$ cat src/rtl/adder_pkg.sv
// Shared types and helpers for the bit-serial adder.
// State encoding and counter sizing.
package adder_pkg;

    typedef enum logic [1:0] {
        IDLE  = 2'b00,
        SHIFT = 2'b01,
        DONE  = 2'b10
    } state_e;

    // One extra bit so a power-of-two WIDTH never wraps to zero.
    function automatic int cnt_width(input int w);
        return $clog2(w) + 1;
    endfunction

endpackage

$ cat src/rtl/serial_adder_fa.sv
// One-bit full-adder cell used as the serial add slice.
// Purely combinational.
module FA (
    input  logic A,
    input  logic B,
    input  logic Cin,
    output logic S,
    output logic Cout
);

    assign S    = A ^ B ^ Cin;
    assign Cout = (A & B) | (Cin & (A ^ B));

endmodule

$ cat src/rtl/serial_adder.sv
// Bit-serial WIDTH-bit adder: one FA cell plus a carry flop,
// LSB first, start/busy/done handshake.
module serial_adder
    import adder_pkg::*;
#(
    parameter int WIDTH = 8
) (
    input  logic             clk,
    input  logic             rst_n,
    input  logic             start,
    input  logic [WIDTH-1:0] a,
    input  logic [WIDTH-1:0] b,
    input  logic             cin,
    output logic             busy,
    output logic             done,
    output logic [WIDTH-1:0] sum,
    output logic             cout
);

    localparam int CW = cnt_width(WIDTH);

    state_e           state_q, state_d;
    logic [WIDTH-1:0] a_sr_q, a_sr_d;
    logic [WIDTH-1:0] b_sr_q, b_sr_d;
    logic [WIDTH-1:0] acc_sr_q, acc_sr_d;
    logic [CW-1:0]    count_q, count_d;
    logic             carry_q, carry_d;
    logic [WIDTH-1:0] sum_q, sum_d;
    logic             cout_q, cout_d;
    logic             busy_q, busy_d;
    logic             done_q, done_d;
    logic             fa_s;
    logic             fa_cout;

    FA u_fa (
        .A    (a_sr_q[0]),
        .B    (b_sr_q[0]),
        .Cin  (carry_q),
        .S    (fa_s),
        .Cout (fa_cout)
    );

    // Next-state, datapath shifts and registered handshake outputs.
    always_comb begin
        state_d  = state_q;
        a_sr_d   = a_sr_q;
        b_sr_d   = b_sr_q;
        acc_sr_d = acc_sr_q;
        count_d  = count_q;
        carry_d  = carry_q;
        sum_d    = sum_q;
        cout_d   = cout_q;
        case (state_q)
            SHIFT: begin
                acc_sr_d = {fa_s, acc_sr_q[WIDTH-1:1]};
                a_sr_d   = {1'b0, a_sr_q[WIDTH-1:1]};
                b_sr_d   = {1'b0, b_sr_q[WIDTH-1:1]};
                carry_d  = fa_cout;
                count_d  = count_q + CW'(1);
                if (count_q == CW'(WIDTH - 1)) begin
                    sum_d   = {fa_s, acc_sr_q[WIDTH-1:1]};
                    cout_d  = fa_cout;
                    state_d = DONE;
                end
            end
            DONE: begin
                state_d = IDLE;
            end
            // IDLE, and the unused code 11 which behaves as IDLE.
            default: begin
                state_d = IDLE;
                if (start) begin
                    a_sr_d   = a;
                    b_sr_d   = b;
                    carry_d  = cin;
                    count_d  = '0;
                    acc_sr_d = '0;
                    state_d  = SHIFT;
                end
            end
        endcase
        busy_d = (state_d == SHIFT) || (state_d == DONE);
        done_d = (state_d == DONE);
    end

    // All state updates with synchronous active-low reset.
    always_ff @(posedge clk) begin
        if (!rst_n) begin
            state_q  <= IDLE;
            a_sr_q   <= '0;
            b_sr_q   <= '0;
            acc_sr_q <= '0;
            count_q  <= '0;
            carry_q  <= 1'b0;
            sum_q    <= '0;
            cout_q   <= 1'b0;
            busy_q   <= 1'b0;
            done_q   <= 1'b0;
        end else begin
            state_q  <= state_d;
            a_sr_q   <= a_sr_d;
            b_sr_q   <= b_sr_d;
            acc_sr_q <= acc_sr_d;
            count_q  <= count_d;
            carry_q  <= carry_d;
            sum_q    <= sum_d;
            cout_q   <= cout_d;
            busy_q   <= busy_d;
            done_q   <= done_d;
        end
    end

    assign busy = busy_q;
    assign done = done_q;
    assign sum  = sum_q;
    assign cout = cout_q;

endmodule

$ cat config.mk
export PLATFORM = sky130hd
export DESIGN_NAME = serial_adder
export DESIGN_NICKNAME = d
export VERILOG_FILES = /design/src/rtl/adder_pkg.sv /design/src/rtl/serial_adder_fa.sv /design/src/rtl/serial_adder.sv
export SDC_FILE = /design/constraint.sdc
export NUM_CORES = 1
export LEC_CHECK = 0
export ABC_AREA = 1
export CORE_MARGIN = 8
export CORE_UTILIZATION = 52
export CTS_CLUSTER_DIAMETER = 150
export CTS_CLUSTER_SIZE = 12
export DETAILED_ROUTE_END_ITERATION = 8
export GPL_ROUTABILITY_DRIVEN = 0
export PLACE_DENSITY = 0.86
export SLEW_MARGIN = 20
export SYNTH_ARGS = -nofsm -noshare
export SYNTH_HDL_FRONTEND = slang
export SYNTH_SLANG_ARGS = --single-unit
$ cat constraint.sdc
create_clock -name clk -period 2.1 [get_ports clk]
set_input_delay 0.63 -clock clk [delete_from_list [all_inputs] [get_ports clk]]
set_output_delay 0.63 -clock clk [all_outputs]
set_load 0.03 [all_outputs]
==> results.txt <==
The switching component of the power came out at between 300 and 400 µW. The required time of the worst setup path came out at 1.47 ns. In this run the deepest clock path goes through 2 buffers. The number of vias after detailed routing is 1,678.

The die covers 0.00575 mm². Dividing the detail-routed wire length by the instance count gives 11.1 µm. The number of cells on the worst reg-to-reg path came out at 7.

The clock power share is 28.9%. The number of hold buffers added after CTS was 0. The number of synthesized flops with an enable pin came out at 0. The number of fillers in the final layout came out at 313. In the synthesized netlist, the number of instances is 267. The total placed instance area is between 0.002 and 0.0025 mm². The power share of the sequential group came out at 58.1%. For the worst setup path, the data arrival time is around 1.4 ns. The accumulated negative setup slack came out at 0 ns. The combinational share of power came out at between 10% and 20%. The source-to-sink clock delay at the later pin of the worst-skew pair is 0.36 ns.

The switching share of total power came out at 26.5%. The cell internal power dissipation is 1050 µW. The initial cell density of the core is between 50% and 60%. Detailed placement finished with a half-perimeter wire length of 2650 µm. The residual antenna-violating net count after detailed routing came out at 0.

The cell chosen for the clock root is sky130_fd_sc_hd__clkbuf_4. The routed metal-1 wirelength came out at 1730 µm. The first TritonRoute pass finished after 4 iterations. The most used flip-flop cell after synthesis is sky130_fd_sc_hd__dfxtp_1. For this run, design rule violations remaining after detail routing come to 0. The number of rows created at floorplan came out at 21. The maximum number of pins on one net before global-route repair came out at 26.

The leading cell type by number of instances after synthesis is sky130_fd_sc_hd__nand2_1. The peak fanout along the critical path is 2. Setup repair after global routing left no endpoint under its margin. In this run the number of cells on the critical path is 1.

The critical path goes through clkdlybuf4s50_1. The share of synthesized area in the top cell type comes to between 40 and 50%. The commonest cells after synthesis are 90 x sky130_fd_sc_hd__nand2_1, 54 x sky130_fd_sc_hd__nor2_1, 41 x sky130_fd_sc_hd__dfxtp_1. The final wirelength is 3790 µm. The flow ran to the end, and the final reports show no timing, DRC or antenna violations. The average instance in the mapped netlist occupies roughly 7.0 µm². The cell family contributing the most delay on the critical path is buffers and inverters. The delay of the slowest critical-path stage is 0.68 ns. The vertical extent of the die came out at 75.9 µm.

The sequential share of the synthesized area is 44.1%. The setup check on the worst reg-to-reg path leaves a slack of 0.46 ns. The count of pins over their slew limit was 0. The highest clock rate is 492 MHz.

The worst setup path is captured at a primary output. The number of max-capacitance violations reported came out at 0. The routed design could run at a clock period as short as between 2 and 2.5 ns. The count of state elements after synthesis came out at 41.

The pin slew with the least headroom to its limit came out at 0.441 ns. The via count of the first global-routing pass is 1,615. Measured against its own limit, the worst slew margin works out to 70.6%.

The leakage power total came out at roughly 0.0010 µW. The number of placed I/O pins is 31. The number of hold violations in the final report is 0. Yosys attributes the largest share of cell area to sky130_fd_sc_hd__dfxtp_1 44%, sky130_fd_sc_hd__nand2_1 18%, sky130_fd_sc_hd__nor2_1 11%, sky130_fd_sc_hd__a21oi_1 3.2%, sky130_fd_sc_hd__inv_1 3.2%. The number of buffers and inverters on the critical path is 1. Summed over all instances, the cell type with the most area after synthesis is sky130_fd_sc_hd__dfxtp_1.

The total of endpoints with negative setup slack in the final report came out at 0. The ratio of total power to cell area is 640 mW/mm². The number of I/O port buffers came out at 30. The number of warnings printed during yosys synthesis came out at 0. The critical path is of the flip-flop to primary output type. The number of gates resized after CTS was 0.

The async set-reset flop share out of synthesis is 0%. The final worst clock skew came out at 0.0199 ns. The die is 75.9 µm wide. The first-pass GRT wire length is 6620 µm. The clock-pin slew reported for the worst setup and hold paths after clock tree synthesis is 0.12 ns. The synthesized net count is 292. The largest vdd supply drop is a little over 300 µV.

The placeable core region is 0.00339 mm². The aggregate global-route resource usage is 15.2%. The design draws 1430 µW. Dividing the detail-routed via count by the number of cells gives 4.91.

The cell at the slowest stage of the critical path is sky130_fd_sc_hd__clkdlybuf4s50_1. Once the clock tree was built, the setup fixing pass inserted 0 buffers. The share of the cycle needed by the critical path after routing is 96.7%.

Of the cells placed in the final design, the portion with a size suffix greater than 1 is 7.77%. In this run the number of H-tree levels came out at 2. TritonCTS built the clock tree. The total CTS buffers came out at 5.

The total met3 wirelength after detailed routing came out at 164 µm. The detailed-routed wire length on met2 is 1790 µm. The initial antenna violation count is 0. The final instance area came out at 0.00223 mm². The worst hold path passes through 2 cells. The worst hold slack came out at 0.472 ns. STA classifies the critical path startpoint as a flip-flop. The total overflow reported by the global router came out at 0. The number of distinct library cell variants in the gate-level netlist after synthesis is 24.

The number of antenna diodes in the final layout is 0. Compared with the post-synthesis result, the final layout area differs by 19.7%. The count of routing violations after the opening detailed-route iteration came out at 108. The synthesized cell area is 0.00186 mm². The classification of the worst-slack hold path is flip-flop to flip-flop. Signal routing reaches up to met4. The final net count is 321. The tree built by TritonCTS fans out to 41 sinks.
[registers in the layout (all words and copies together) (netlist names)]
| name | cells |
|---|---|
| carry_q | 1 |
| a_sr_q | 8 |
| sum | 8 |
| cout | 1 |
| done | 1 |
| b_sr_q | 8 |
| state_q | 2 |
| count_q | 4 |
| acc_sr_q | 7 |
| busy | 1 |
[per-layer routing]
metal	vias up	track usage, %
met2	29	25.2
li1	873	-
met5	-	0
met1	769	17.4
met4	0	8.96
met3	7	3.68
[cells by family after synthesis]
logic type	count (synthesis)	share of synthesized area, %
fa+ha+maj	5	3.76
buf+inv	31	8.26
simple gates	158	34.7
flops	41	44.1
compound gates	32	9.20
[final timing paths]
path / endpoint / start
worst max-delay path: cout / cout
worst min-delay path: acc_sr_q[1] / acc_sr_q[1]
worst max register to register: busy / state_q[0]
worst min register to register: acc_sr_q[1] / acc_sr_q[1]
[worst reg2reg max path: cells and delay by family, from the launching register on]
kind / cells / cell delay (ns)
AO/OA/AOI/OAI: 1 / 0.10
adder cells (fa/ha/maj): 2 / 0.65
flip-flops: 1 / 0.38
AND/OR/NAND/NOR: 4 / 0.44
[final cells by class]
| type | instances | area [µm²] | share of cell area (%) |
|---|---|---|---|
| clock buffer | 6 | 51.3 | 2.30 |
| tap | 46 | 57.6 | 2.58 |
| sequential | 41 | 821 | 36.8 |
| inverter | 19 | 73.8 | 3.31 |
| multi-input combinational | 195 | 888 | 39.8 |
| clock inverter | 1 | 7.51 | 0.337 |
| timing repair buffer | 34 | 330 | 14.8 |
[power by group through the flow]
stage | clock network (µW) | registers (µW) | logic, µW
after floorplan | 0 | 845 | 126
after global placement | 0 | 845 | 183
after detailed placement | 0 | 847 | 185
after CTS | 421 | 829 | 186
after global routing | 443 | 834 | 213
final | 412 | 830 | 186
[layout by cell type (no fill, tap or decap), drive strengths merged, types with 2 or more instances in the layout]
cell type and instances:
dfxtp 41, ha 4, clkbuf 6, o21ai 18, nand3 4, nand4 2
nor2 55, buf 4, inv 18, clkdlybuf4s50 30, nand2 96, a21oi 14
[through the flow]
| stage | cells | setup WS [ns] | util, % |
|---|---|---|---|
| 2_1_floorplan | 267 | 0.567 | - |
| 3_3_place_gp | 335 | 0.197 | 64.0 |
| 3_5_place_dp | 335 | 0.176 | 64.0 |
| 4_1_cts | 342 | 0.0580 | 65.8 |
| 5_1_grt | 342 | 0.00150 | 65.8 |
| 6_report | 342 | 0.0695 | 65.8 |
No activity file was read; power rests on OpenSTA's default activity.
